==> src/rtl/arb_pkg.sv <==
// Shared types and widths for the I/D cache to physical-memory line arbiter.
package arb_pkg;

  localparam int unsigned ADDR_W   = 32;
  localparam int unsigned LINE_W   = 256;
  localparam int unsigned OFFSET_W = 5;

  // Clears the byte-within-line offset so pmem always sees line-aligned addresses
  localparam logic [ADDR_W-1:0] LINE_MASK = {{(ADDR_W - OFFSET_W){1'b1}}, {OFFSET_W{1'b0}}};

  typedef enum logic [1:0] {IDLE, SERVE_I, SERVE_D, DONE} arb_state_t;
  typedef enum logic {GRANT_I, GRANT_D} arb_grant_t;

endpackage

==> src/rtl/cache_mem_arbiter_if.sv <==
// Cache-side and memory-side line bus seen by the arbiter.
interface cache_mem_arbiter_if import arb_pkg::*; ();

  logic              icache_read;
  logic [ADDR_W-1:0] icache_addr;
  logic [LINE_W-1:0] icache_rdata;
  logic              icache_resp;

  logic              dcache_read;
  logic              dcache_write;
  logic [ADDR_W-1:0] dcache_addr;
  logic [LINE_W-1:0] dcache_wdata;
  logic [LINE_W-1:0] dcache_rdata;
  logic              dcache_resp;

  logic              pmem_read;
  logic              pmem_write;
  logic [ADDR_W-1:0] pmem_address;
  logic [LINE_W-1:0] pmem_wdata;
  logic [LINE_W-1:0] pmem_rdata;
  logic              pmem_resp;

  // Arbiter side
  modport slave (
    input  icache_read, icache_addr, dcache_read, dcache_write, dcache_addr, dcache_wdata,
    input  pmem_rdata, pmem_resp,
    output icache_rdata, icache_resp, dcache_rdata, dcache_resp,
    output pmem_read, pmem_write, pmem_address, pmem_wdata
  );

  // Caches plus memory model side
  modport master (
    output icache_read, icache_addr, dcache_read, dcache_write, dcache_addr, dcache_wdata,
    output pmem_rdata, pmem_resp,
    input  icache_rdata, icache_resp, dcache_rdata, dcache_resp,
    input  pmem_read, pmem_write, pmem_address, pmem_wdata
  );

endinterface

==> src/rtl/cache_mem_arbiter.sv <==
// Round-robin arbiter sharing one line-wide physical-memory port between I-cache and D-cache.
// One transaction in flight; pmem_* are registered, responses are steered combinationally.
module cache_mem_arbiter
  import arb_pkg::*;
(
  input  logic                clk,
  input  logic                rst,
  cache_mem_arbiter_if.slave  bus
);

  arb_state_t state_q, state_d;
  arb_grant_t last_grant_q, last_grant_d;

  logic              take_i, take_d, d_req;
  logic              icache_resp_c, dcache_resp_c;
  logic              pmem_read_q, pmem_write_q;
  logic [ADDR_W-1:0] pmem_address_q;
  logic [LINE_W-1:0] pmem_wdata_q;

  assign d_req = bus.dcache_read | bus.dcache_write;

  // Next state, grant decision and response steering
  always_comb begin
    state_d       = state_q;
    last_grant_d  = last_grant_q;
    take_i        = 1'b0;
    take_d        = 1'b0;
    icache_resp_c = 1'b0;
    dcache_resp_c = 1'b0;
    unique case (state_q)
      IDLE: begin
        if (bus.icache_read && d_req) begin
          take_d = (last_grant_q == GRANT_I);
          take_i = (last_grant_q == GRANT_D);
        end else begin
          take_i = bus.icache_read;
          take_d = d_req;
        end
        if (take_i) begin
          state_d      = SERVE_I;
          last_grant_d = GRANT_I;
        end else if (take_d) begin
          state_d      = SERVE_D;
          last_grant_d = GRANT_D;
        end
      end
      SERVE_I: begin
        if (bus.pmem_resp) begin
          icache_resp_c = 1'b1;
          state_d       = DONE;
        end
      end
      SERVE_D: begin
        if (bus.pmem_resp) begin
          dcache_resp_c = 1'b1;
          state_d       = DONE;
        end
      end
      DONE:    state_d = IDLE;
      default: state_d = IDLE;
    endcase
  end

  always_ff @(posedge clk) begin
    if (rst) begin
      state_q      <= IDLE;
      last_grant_q <= GRANT_I;
    end else begin
      state_q      <= state_d;
      last_grant_q <= last_grant_d;
    end
  end

  // Request latch: captured on grant, held untouched until the memory completes
  always_ff @(posedge clk) begin
    if (rst) begin
      pmem_read_q    <= 1'b0;
      pmem_write_q   <= 1'b0;
      pmem_address_q <= '0;
      pmem_wdata_q   <= '0;
    end else if (take_i) begin
      pmem_read_q    <= 1'b1;
      pmem_write_q   <= 1'b0;
      pmem_address_q <= bus.icache_addr & LINE_MASK;
    end else if (take_d) begin
      // A simultaneous read+write is illegal; the write wins
      pmem_read_q    <= ~bus.dcache_write;
      pmem_write_q   <= bus.dcache_write;
      pmem_address_q <= bus.dcache_addr & LINE_MASK;
      pmem_wdata_q   <= bus.dcache_wdata;
    end else if (icache_resp_c || dcache_resp_c) begin
      pmem_read_q    <= 1'b0;
      pmem_write_q   <= 1'b0;
    end
  end

  assert property (@(posedge clk) disable iff (rst) !(bus.dcache_read && bus.dcache_write));

  assign bus.pmem_read    = pmem_read_q;
  assign bus.pmem_write   = pmem_write_q;
  assign bus.pmem_address = pmem_address_q;
  assign bus.pmem_wdata   = pmem_wdata_q;
  assign bus.icache_resp  = icache_resp_c;
  assign bus.dcache_resp  = dcache_resp_c;
  // Both requesters see the returned line; only the resp pulse qualifies it
  assign bus.icache_rdata = bus.pmem_rdata;
  assign bus.dcache_rdata = bus.pmem_rdata;

endmodule
==> src/flat_wrapper.sv <==
// flat-port wrapper written by rule: the top's interface ports become plain ports
module cache_mem_arbiter_flat import arb_pkg::*;
  (clk, rst, bus_icache_read, bus_icache_addr, bus_dcache_read, bus_dcache_write, bus_dcache_addr, bus_dcache_wdata, bus_pmem_rdata, bus_pmem_resp, bus_icache_rdata, bus_icache_resp, bus_dcache_rdata, bus_dcache_resp, bus_pmem_read, bus_pmem_write, bus_pmem_address, bus_pmem_wdata);
  cache_mem_arbiter_if bus_i ();
  input  logic clk;
  input  logic rst;
  input wire logic [$bits(bus_i.icache_read)-1:0] bus_icache_read;
  input wire logic [$bits(bus_i.icache_addr)-1:0] bus_icache_addr;
  input wire logic [$bits(bus_i.dcache_read)-1:0] bus_dcache_read;
  input wire logic [$bits(bus_i.dcache_write)-1:0] bus_dcache_write;
  input wire logic [$bits(bus_i.dcache_addr)-1:0] bus_dcache_addr;
  input wire logic [$bits(bus_i.dcache_wdata)-1:0] bus_dcache_wdata;
  input wire logic [$bits(bus_i.pmem_rdata)-1:0] bus_pmem_rdata;
  input wire logic [$bits(bus_i.pmem_resp)-1:0] bus_pmem_resp;
  output wire logic [$bits(bus_i.icache_rdata)-1:0] bus_icache_rdata;
  output wire logic [$bits(bus_i.icache_resp)-1:0] bus_icache_resp;
  output wire logic [$bits(bus_i.dcache_rdata)-1:0] bus_dcache_rdata;
  output wire logic [$bits(bus_i.dcache_resp)-1:0] bus_dcache_resp;
  output wire logic [$bits(bus_i.pmem_read)-1:0] bus_pmem_read;
  output wire logic [$bits(bus_i.pmem_write)-1:0] bus_pmem_write;
  output wire logic [$bits(bus_i.pmem_address)-1:0] bus_pmem_address;
  output wire logic [$bits(bus_i.pmem_wdata)-1:0] bus_pmem_wdata;
  assign bus_i.icache_read = bus_icache_read;
  assign bus_i.icache_addr = bus_icache_addr;
  assign bus_i.dcache_read = bus_dcache_read;
  assign bus_i.dcache_write = bus_dcache_write;
  assign bus_i.dcache_addr = bus_dcache_addr;
  assign bus_i.dcache_wdata = bus_dcache_wdata;
  assign bus_i.pmem_rdata = bus_pmem_rdata;
  assign bus_i.pmem_resp = bus_pmem_resp;
  assign bus_icache_rdata = bus_i.icache_rdata;
  assign bus_icache_resp = bus_i.icache_resp;
  assign bus_dcache_rdata = bus_i.dcache_rdata;
  assign bus_dcache_resp = bus_i.dcache_resp;
  assign bus_pmem_read = bus_i.pmem_read;
  assign bus_pmem_write = bus_i.pmem_write;
  assign bus_pmem_address = bus_i.pmem_address;
  assign bus_pmem_wdata = bus_i.pmem_wdata;
  cache_mem_arbiter u_core (.clk(clk), .rst(rst), .bus(bus_i));
endmodule
==> config.mk <==
export PLATFORM = sky130hd
export DESIGN_NAME = cache_mem_arbiter_flat
export DESIGN_NICKNAME = d
export VERILOG_FILES = /design/src/rtl/arb_pkg.sv /design/src/rtl/cache_mem_arbiter_if.sv /design/src/rtl/cache_mem_arbiter.sv /design/src/flat_wrapper.sv
export SDC_FILE = /design/constraint.sdc
export NUM_CORES = 1
export LEC_CHECK = 0
export ABC_CLOCK_PERIOD_IN_PS = 2400
export BUFFER_PORTS_ARGS = -buffer_cell sky130_fd_sc_hd__buf_2
export CORE_AREA = 2 2 533 535
export DETAILED_ROUTE_END_ITERATION = 7
export DIE_AREA = 0 0 535 537
export PLACE_DENSITY_LB_ADDON = 0.25
export RECOVER_POWER = 50
export SYNTH_ARGS = -nofsm -noshare
export SYNTH_HDL_FRONTEND = slang
export SYNTH_SLANG_ARGS = --single-unit
==> constraint.sdc <==
create_clock -name clk -period 2.4 [get_ports clk]
set_clock_uncertainty 0.15 [all_clocks]
set_input_delay 0.72 -clock clk [delete_from_list [all_inputs] [get_ports clk]]
set_output_delay 0.72 -clock clk [all_outputs]
set_load 0.01 [all_outputs]
### Word level (Yosys, flattened, before mapping)

Cells that the tools add are included.
Widths: inputs -> output; s select.

| word-level totals | value |
|---|---|
| bits in registers | 288 |
| output and inout bits | 804 |

| cells by class | value |
|---|---|
| equal/unequal tests | 5 |
| muxes and demuxes | 21 |
| bitwise operators | 4 |
| reduce and logical (&&, ||, !) cells | 12 |

Operators by type and width:

| kind | number |
|---|---|
| $mux 32 | 2 |
| $mux 1 | 15 |
| $mux 2 | 3 |
| $pmux 2 s3 | 1 |
| $reduce_and 2->1 | 3 |
| $reduce_bool 2->1 | 3 |
| $eq 2x2->1 const B | 2 |
| $reduce_or 2->1 | 2 |
| $ne 3x3->1 const B | 1 |
| $not 1->1 | 3 |
| $reduce_bool 3->1 | 1 |
| $eq 2x1->1 const B | 1 |
| $logic_not 2->1 | 1 |
| $ne 2x1->1 const B | 1 |
| $logic_and 1x1->1 | 1 |
| $logic_or 1x1->1 | 1 |
| $or 1x1->1 | 1 |

### Longest topological paths before layout

| depth | value |
|---|---|
| depth after elaboration | 7 |
| gate-level depth with buffers | 8 |

### Least setup slack after synthesis

OpenSTA, ideal clock, no wires.

| timing | value |
|---|---|
| path kind | in2reg |
| start point | in bus_dcache_write |
| end point | reg u_core.state_q[1] |
| setup time | 57 ps |
| arrival time | 1678 ps |
| data required time | 2193 ps |
| slack | 515 ps |
| stages | 3 |
| path buffers | 0 |
| path through | or4b_2 a21oi_1 o21ba_2 |

| on the way | value |
|---|---|
| cells in the longest elaborated chain, start to end | 6 |

Ends and longest elaborated chain:

| item | RTL line | text |
|---|---|---|
| from (decl) | flat_wrapper.sv:10 | `input wire logic [$bits(bus_i.dcache_write)-1:0] bus_dcache_write;` |
| $or 1x1->1 * | cache_mem_arbiter.sv:20 | `assign d_req = bus.dcache_read \| bus.dcache_write;` |
| $logic_and 1x1->1 | cache_mem_arbiter.sv:32 | `if (bus.icache_read && d_req) begin` |
| $mux 1 | cache_mem_arbiter.sv:32 |  |
| $mux 1 | cache_mem_arbiter.sv:30 | `unique case (state_q)` |
| $mux 2 or $ne 3x3->1 (tied branches) | n/a |  |
| $pmux 2 s3 or $reduce_and 2->1 (tied branches) | n/a |  |
| to (signal assigned) | cache_mem_arbiter.sv:69 | `state_q <= state_d;` |
| to (decl) | cache_mem_arbiter.sv:11 | `arb_state_t state_q, state_d;` |

Every way passes the cells marked *; elsewhere a longest branch is shown, timed or not. The select of a mux whose other input is x is not followed.
A chain may end at the register's enable or synchronous reset.

### Worst setup path after layout

| timing | value |
|---|---|
| start point | reg u_core.state_q[1] |
| end point | out bus_icache_resp |

| on the way | value |
|---|---|
| cells in the longest elaborated chain, start to end | 2 |

Ends and longest elaborated chain:

| item | RTL line | text |
|---|---|---|
| $eq 2x1->1 | cache_mem_arbiter.sv:30 |  |
| $mux 1 | cache_mem_arbiter.sv:30 |  |
| to (decl) | flat_wrapper.sv:16 | `output wire logic [$bits(bus_i.icache_resp)-1:0] bus_icache_resp;` |

No other way between the ends.

==> metrics.txt <==
status=complete, no violations; WL final=140 mm; synth top area cells=dfxtp_1, buf_4, nand3_1; Final setup viols=0; Final Hold Vio Count=0; unrepaired setup endpoints after global routing=yes; MaxCap Viol Count=0; Yosys Warn Count=0; Slew @ Worst Pin=0.727 ns; die area=0.287 sq mm; min-delay src=bus_dcache_wdata[142]; vias in the first global route=14179; worst endpoint required time=1.53 ns; detailed-route vias per instance=2.53; num ports=1386; FF+latch count, synth=288; first drt pass iteration count=5; Critical R2R Launch=u_core.state_q[1]; WS Path Type=flip-flop to output port; DR WL/cell=24.4 um; PortBufs=602; Initial Util=5.39%; P per Cell Area=1190 mW/mm^2; synth cell count leaders=buf_4, dfxtp_1, nand3_1; largest net degree at the start of global routing=88; share of cells above drive strength 1=39.9%; CORE AREA=0.281 sq mm; hold crit path type=primary input to flip-flop; Rows=195; Yosys cell types=31; Avg Inst Size Synth=8.04 sq um; vias=14551; chip height=537 um; Highest Clock Rate=424 MHz; Worst VDD drop=0.611 mV; area post-placement=0.0193 sq mm; maximum fanout along the worst path=2; initial antenna violation count=73; Die Wd=535 um; Max clock buf depth=3; Area growth syn-to-layout=38.5%; CP arrival=1.49 ns; Starting DRT DRC Count=936; first-pass GRT wire length=171 mm; cell family with most CP delay=flip-flops; post-route minimum period=2.36 ns; H-tree depth=2; hpwl dp=118 mm; dominant synthesized flop cell=dfxtp_1; Seq/Total Area, Yosys=38.0%; Slew Limit Fails=0; slowest CP cell=dfxtp_2; Clock Latency Late Sink=0.68 ns; count of flip-flops with a built-in enable after synthesis=0; asr flop ratio synth=0%; Syn Inst Count=1886; DRC=0; Worst setup SP type=flip-flop; leading area contributor after synthesis=dfxtp_1; count leader, synth=buf_4; Final Util=7.47%; Tcrit/Tclk final=98.2%; Buf/Inv on CP=2; max incr delay on CP=0.36 ns; Slew Limit Headroom=51.5%; mapped cell area=0.0152 sq mm; Crit. End Element=output port; final instance area=0.0210 sq mm; Final Wtd Congestion=0.831; CP cell instances=inv_2 -> ha_4 -> and2_4 -> buf_6; CP Launch Point=u_core.state_q[1]; # hold bufs at CTS=0; GR Overflow Total=0; CTS Sinks=288; TNS Setup=0 ns; total track usage=9.32%; root buf cell=clkbuf_16; leakage=0.00760 uW; layout net count=2531; CTS tree=built; area share of the largest cell type after synthesis=38.0%; Reg clk slew, reported paths=0.06 ns; Post-DRT Antenna Nets=0; hold slack=0.124 ns; CTS Buf Count=46
## logic make-up after synthesis
| family | after synthesis | synth area share (%) |
|---|---|---|
| buffers and inverters | 686 | 30.7 |
| adder cells (fa/ha/maj) | 3 | 0.248 |
| other | 1 | 0.0247 |
| multiplexers | 1 | 0.0660 |
| AO/OA/AOI/OAI | 583 | 20.2 |
| flip-flops | 288 | 38.0 |
| AND/OR/NAND/NOR | 324 | 10.7 |
## worst min-delay path, stage by stage
cell and delay [ns]:
buf_2 0.10, nand3_1 0.05, a21oi_1 0.05
## timing repair
action,in CTS,in global routing
setup endpoints to repair,4,2
pin swaps,0,2
hold endpoints to repair,0,0
gates resized for setup,10,6
setup buffers,0,2
## flip-flops by register name, indices dropped and copies added (netlist names)
signal / count
u_core.bus.pmem_wdata: 256
u_core.last_grant_q: 1
u_core.bus.pmem_read: 1
u_core.bus.pmem_address: 27
u_core.bus.pmem_write: 1
u_core.state_q: 2
## layout make-up
type	instances	area, sq um
well taps	3743	4680
inverters	2	10.0
clock buffers	63	1340
repair buffers	692	4020
flip-flops and latches	288	5770
clock inverters	20	304
diodes	25	62.6
fillers	33111	260000
multi-input cells	916	4820
## power breakdown
| group | switching [uW] | total (uW) | internal [uW] |
|---|---|---|---|
| Clock | 3050 | 7590 | 4540 |
| Sequential | 792 | 6910 | 6120 |
| Combinational | 7230 | 10600 | 3350 |
## per-layer routing
layer  vias to the layer above  global-route usage [%]  wire (um)
met4                        10                    5.77       9880
met2                      1107                    13.9      59300
li1                       6160                       -          -
met3                       508                    8.22      27500
met5                         -                   0.197        106
met1                      6766                    8.39      43500
## stage by stage
| step | setup WS, ns | instances | power [uW] |
|---|---|---|---|
| floorplan | 0.515 | 1890 | 12300 |
| global placement | 0.0726 | 5639 | 17800 |
| detailed placement | 0.101 | 5639 | 17800 |
| CTS | -0.0871 | 5722 | 25800 |
| global route | -0.0534 | 5736 | 26800 |
| finish | 0.0420 | 5749 | 25100 |
## cell usage in the layout, fill, tap and decap left out, types with 2 or more instances in the layout
cell type,netlist,final
inv_6,0,3
clkbuf_8,0,12
nand3_1,283,283
o21ai_0,276,276
buf_2,67,599
dfxtp_2,0,3
o211ai_1,2,2
diode_2,0,25
dfxtp_1,288,284
o21ba_2,2,2
a21oi_1,261,261
clkinv_2,0,4
clkinv_4,0,3
clkbuf_16,0,46
nand2_1,3,2
buf_4,527,64
conb_1,1,5
ha_4,0,2
a311oi_1,27,27
bufinv_16,0,6
clkinvlp_4,0,2
clkbuf_1,87,5
nor3_1,29,29
o21ai_1,9,9
buf_6,2,2
buf_12,0,25
and2_4,0,2
## path summary, 6_finish.rpt
| path | cells past startpoint | to | slack [ns] |
|---|---|---|---|
| worst max register to register | 7 | u_core.bus.pmem_address[24] | 0.06 |
| worst min-delay path | 3 | u_core.bus.pmem_wdata[142] | 0.12 |
| worst max-delay path | 4 | bus_icache_resp | 0.04 |
| worst min register to register | 2 | u_core.bus.pmem_wdata[134] | 0.32 |
No activity file was read; power rests on OpenSTA's default activity.
